<file path="config.mk">
export PLATFORM = sky130hd
export DESIGN_NAME = clock_min_sec
export DESIGN_NICKNAME = d
export VERILOG_FILES = /design/src/rtl/clock_pkg.sv /design/src/rtl/bcd_mod60.sv /design/src/rtl/clock_min_sec.sv
export SDC_FILE = /design/constraint.sdc
export NUM_CORES = 1
export LEC_CHECK = 0
export ABC_CLOCK_PERIOD_IN_PS = 2000
export BUFFER_PORTS_ARGS = -buffer_cell sky130_fd_sc_hd__buf_4
export CAP_MARGIN = 20
export CELL_PAD_IN_SITES_DETAIL_PLACEMENT = 1
export CELL_PAD_IN_SITES_GLOBAL_PLACEMENT = 1
export CORE_MARGIN = 5
export CORE_UTILIZATION = 40
export DETAILED_ROUTE_END_ITERATION = 7
export PLACE_DENSITY = 0.81
export SLEW_MARGIN = 5
export SYNTH_ARGS = -nofsm -noshare
export SYNTH_HDL_FRONTEND = slang
export SYNTH_SLANG_ARGS = --single-unit
</file>
<file path="constraint.sdc">
create_clock -name clk -period 2 [get_ports clk]
set_input_delay 0.2 -clock clk [delete_from_list [all_inputs] [get_ports clk]]
set_output_delay 0.2 -clock clk [all_outputs]
set_load 0.02 [all_outputs]
</file>
<file path="src/rtl/clock_pkg.sv">
// Shared limits, mode encodings and BCD helper for the clock counter chain.
package clock_pkg;

  localparam int unsigned BCD_W = 8;

  localparam logic [BCD_W-1:0] BCD_MAX_SEC  = 8'h59;
  localparam logic [BCD_W-1:0] BCD_MAX_MIN  = 8'h59;
  localparam logic [BCD_W-1:0] BCD_MAX_HOUR = 8'h23;

  typedef enum logic [1:0] {
    ST_RUN     = 2'b00,
    ST_SET_MIN = 2'b01,
    ST_SET_SEC = 2'b10
  } state_t;

  // Two-digit packed BCD increment without limit handling.
  function automatic logic [BCD_W-1:0] bcd_inc(input logic [BCD_W-1:0] v);
    if (v[3:0] == 4'd9) return {v[7:4] + 4'd1, 4'd0};
    else                return {v[7:4], v[3:0] + 4'd1};
  endfunction

endpackage

</file>
<file path="src/rtl/bcd_mod60.sv">
// Two-digit BCD counter that wraps at max back to 00; wrap flags the rollover step.
module bcd_mod60
  import clock_pkg::*;
#(
  parameter logic [BCD_W-1:0] MAX = BCD_MAX_SEC
) (
  input  logic             clk,
  input  logic             rst,
  input  logic             en,
  output logic [BCD_W-1:0] q,
  output logic             wrap
);

  assign wrap = en && (q == MAX);

  always_ff @(posedge clk) begin
    if (!rst)      q <= '0;
    else if (wrap) q <= '0;
    else if (en)   q <= bcd_inc(q);
  end

endmodule

</file>
<file path="src/rtl/clock_min_sec.sv">
// Minutes/seconds timebase with set mode; co carries 59:59 -> 00:00 into the hour counter.
module clock_min_sec
  import clock_pkg::*;
(
  input  logic             clk,
  input  logic             rst,
  input  logic             tick,
  input  logic             mode,
  input  logic             inc,
  output logic [BCD_W-1:0] sec,
  output logic [BCD_W-1:0] min,
  output logic             co,
  output logic [1:0]       setting
);

  state_t state, state_nxt;
  logic   sec_en, min_en;
  logic   sec_wrap, min_wrap;

  always_ff @(posedge clk) begin
    if (!rst) state <= ST_RUN;
    else      state <= state_nxt;
  end

  // A mode press in a set state swallows any coincident inc.
  always_comb begin
    state_nxt = state;
    sec_en    = 1'b0;
    case (state)
      ST_RUN: begin
        sec_en = tick;
        if (mode) state_nxt = ST_SET_MIN;
      end
      ST_SET_MIN: begin
        if (mode) state_nxt = ST_SET_SEC;
      end
      ST_SET_SEC: begin
        sec_en = inc && !mode;
        if (mode) state_nxt = ST_RUN;
      end
      default: state_nxt = ST_RUN;
    endcase
  end

  // Kept apart from the FSM block so sec_wrap does not feed back into it.
  assign min_en = (state == ST_RUN)     ? sec_wrap :
                  (state == ST_SET_MIN) ? (inc && !mode) : 1'b0;

  bcd_mod60 #(.MAX(BCD_MAX_SEC)) u_sec (
    .clk  (clk),
    .rst  (rst),
    .en   (sec_en),
    .q    (sec),
    .wrap (sec_wrap)
  );

  bcd_mod60 #(.MAX(BCD_MAX_MIN)) u_min (
    .clk  (clk),
    .rst  (rst),
    .en   (min_en),
    .q    (min),
    .wrap (min_wrap)
  );

  // min_wrap in RUN implies sec_wrap, i.e. a full 59:59 rollover.
  always_ff @(posedge clk) begin
    if (!rst) co <= 1'b0;
    else      co <= (state == ST_RUN) && min_wrap;
  end

  assign setting = 2'(state);

endmodule
</file>
==> impl_metrics.env <==
export IMPL_holdBufCountCts=0
export IMPL_cts_sinks=19
export IMPL_leakagePower_nw=0.531
export IMPL_critPathBufInv=0
export IMPL_reg2regPathDepth=5
export IMPL_maxSlewViolCount=0
export IMPL_start_kind="register"
export IMPL_nets=162
export IMPL_min_path_type="in2reg"
export IMPL_grt_antenna_before_repair=0
export IMPL_die_h_microns=62.8
export IMPL_dp_hpwl_mm=2.13
export IMPL_seq_area_frac_synth_pct=34.1
export IMPL_async_flop_share_pct=0
export IMPL_intPower_uw=521
export IMPL_via_count=1021
export IMPL_pwr_share_seq_pct=55.5
export IMPL_clock_power_share_pct=28.4
export IMPL_start_util_pct=41.1
export IMPL_critPathRequiredTime_ns=2.24
export IMPL_first_pass_iters=4
export IMPL_grt_pass1_vias=1069
export IMPL_ir_drop_mv=0.358
export IMPL_drc=0
export IMPL_endpoint_kind="register"
export IMPL_worstSetupPathType="reg2reg"
export IMPL_final_cell_mix="33 x buf_4, 18 x dfxtp_1, 8 x nand3b_1, 7 x o21ai_0, 6 x nand2b_1"
export IMPL_final_fill_count=335
export IMPL_synth_edff_count=0
export IMPL_grt_first_pass_wirelength_mm=4.76
export IMPL_antenna_cells=0
export IMPL_dp_cells=179
export IMPL_synth_top_area_cell="dfxtp_1"
export IMPL_die_area_sq_mm=0.00394
export IMPL_period_minus_slack_ns=1.92
export IMPL_period_share_pct=96.1
export IMPL_ff2ff_setup_slack_ns=0.08
export IMPL_syn_to_final_growth_pct=26.4
export IMPL_gr_usage_all_layers_pct=14.8
export IMPL_yosys_area_share_simple_pct=31.9
export IMPL_synth_fa_ha_area_share_pct=4.49
export IMPL_slew_headroom_pct=77.8
export IMPL_powerDensity_mw_per_mm2=514
export IMPL_io_buffers=23
export IMPL_setup_ws_ns=0.0774
export IMPL_yosysTopAreaCellShare_pct=34.1
export IMPL_fmax_ghz=0.520
export IMPL_stdcell_count=183
export IMPL_finalSetupViolCount=0
export IMPL_drt_iter0_drc=28
export IMPL_synth_compound_area_share_pct=22.3
export IMPL_worst_slew_pin_transition_ns=0.332
export IMPL_synth_area_sq_mm=0.00111
export IMPL_cts_buffers=3
export IMPL_cap_violations=0
export IMPL_synth_top_family_by_area="simple AND/OR/NAND/NOR gates"
export IMPL_cts_root_buffer="clkbuf_4"
export IMPL_arrival_ns=2.16
export IMPL_post_drt_wl_per_cell_microns=16.1
export IMPL_layout_commonest_cell="buf_4"
export IMPL_via_per_inst=5.58
export IMPL_dp_slack_ns=0.0556
export IMPL_r2r_end="u_min.q[5]"
export IMPL_muxShareOfSynthArea_pct=0
export IMPL_status="complete, no violations"
export IMPL_path_clk_slew_ns=0.12
export IMPL_max_stage_delay_ns=0.51
export IMPL_avgSynthCellArea_sq_um=9.29
export IMPL_reg2reg_from="setting[0]"
export IMPL_htree_levels=1
export IMPL_ant_nets=0
export IMPL_io_pins=24
export IMPL_yosys_area_share_xor_xnor_pct=3.14
export IMPL_critPathSlowestCell="o41a_4"
export IMPL_overflow=0
export IMPL_synth_cell_types=42
export IMPL_layout_drive_gt1_share_pct=32.9
export IMPL_synth_area_leaders="dfxtp_1 34%, nand3b_1 5.4%, ha_1 4.5%, nand2b_1 3.4%, o21ai_0 3.1%"
export IMPL_cts_tree="yes"
export IMPL_min_delay_path_depth=3
export IMPL_cts_max_path_buffers=2
export IMPL_ys_ff_latch=19
export IMPL_core_sq_mm=0.00271
export IMPL_path_cells="and4bb_2, o21ai_2, o41a_4, or2_2, o21ai_1"
export IMPL_wl_mm=2.94
export IMPL_die_x_microns=62.8
export IMPL_yosys_warnings=0
export IMPL_crit_family="compound AO/OA/AOI/OAI gates"
export IMPL_synth_nets=129
export IMPL_netlist_instances=120
export IMPL_crit_path_max_fanout=10
export IMPL_place_congestion=0.752
export IMPL_synth_main_ff_cell="dfxtp_1"
export IMPL_p_sw_uw=203
export IMPL_hp_start="mode"
export IMPL_hold_viol_final=0
export IMPL_fin_skew_ns=0.00624
export IMPL_clk_latency_ns=0.30
export IMPL_min_to="setting[0]"
export IMPL_switching_share_pct=28.1
export IMPL_combPwrFrac_pct=16.1
export IMPL_cp_startpoint="setting[0]"
export IMPL_num_rows=19
export IMPL_grt_max_degree=23
cells by family (layout without fill, tap and decap cells):
logic type | after synthesis | after routing
and+or+nand+nor | 54 | 54
AOI/OAI and AO/OA | 31 | 31
DFF | 19 | 19
buffers and inverters | 8 | 40
adders and majority gates | 4 | 4
xor gates and xnor gates | 4 | 4
worst max-delay path by stage:
stage,end,cells after the start
2_1_floorplan,u_min.q[7],7
3_3_place_gp,co,5
3_5_place_dp,u_min.q[0],6
4_1_cts,u_min.q[2],5
5_1_grt,u_min.q[5],5
6_report,u_min.q[5],5
metrics by stage:
stage / hold WS [ns] / setup TNS [ns] / instance area [sq um] / total power, mW / util (%)
global route: 0.175 / -0.0609 / 1410 / 0.763 / 52.0
CTS: 0.155 / 0 / 1400 / 0.730 / 51.6
detailed placement: 0.482 / 0 / 1370 / 0.525 / 50.5
global placement: 0.472 / 0 / 1370 / 0.522 / 50.5
floorplan: 0.337 / 0 / 1110 / 0.481 / -
finish: 0.159 / 0 / 1410 / 0.725 / 52.0
registers in the layout, indices dropped and copies added, names as in the netlist:
signal,cells
co,1
setting,2
u_min.q,8
u_sec.q,8
power by group through the flow:
stage               registers (mW)  logic (mW)  clock network [mW]
floorplan                    0.421      0.0604                   0
global placement             0.409       0.113                   0
detailed placement           0.409       0.116                   0
CTS                          0.401       0.116               0.213
global route                 0.405       0.126               0.233
finish                       0.402       0.117               0.206
metal layers:
layer  part of all wire (%)  track usage (%)  up-vias  wire length [microns]
li1                       -                -      501                      -
met4                    1.6             4.77        0                     48
met2                     51             26.9       16                   1510
met3                    3.6             4.32        6                    106
met5                      0                0        -                      0
met1                     43             16.1      498                   1270
cells in the mapped netlist, types with 2 or more instances:
cell type,instances
and2_1,4
inv_1,3
o21ai_0,7
or2_2,2
a21oi_1,3
o31ai_1,2
nand3_1,3
nor2b_1,5
dfxtp_1,19
nand2b_1,6
nand2_1,5
nand3b_1,8
or3_1,3
buf_6,2
ha_1,4
a21boi_0,4
nor3_1,2
o21ai_1,3
o311ai_2,2
clkbuf_1,3
xnor2_1,4
o211ai_1,3
nor2_1,4
cell type report:
class	instances	area (sq um)	area share, %
flip-flops and latches	19	382	27.1
clock inverters	1	7.51	0.533
multi-input cells	93	699	49.6
inverters	3	11.3	0.799
repair buffers	33	248	17.6
well taps	31	38.8	2.75
clock buffers	3	22.5	1.60
worst reg2reg max path, stage by stage, from the launching register on:
cell      delay [ns]
dfxtp_1         0.38
and4bb_2        0.36
o21ai_2         0.09
o41a_4          0.51
or2_2           0.34
o21ai_1         0.18
what timing repair did:
item / 4_1_cts / 5_1_grt
buffers inserted: 0 / 0
gates resized for setup: 0 / 4
endpoints found under the setup margin: 0 / 9
No activity file was read; power rests on OpenSTA's default activity.
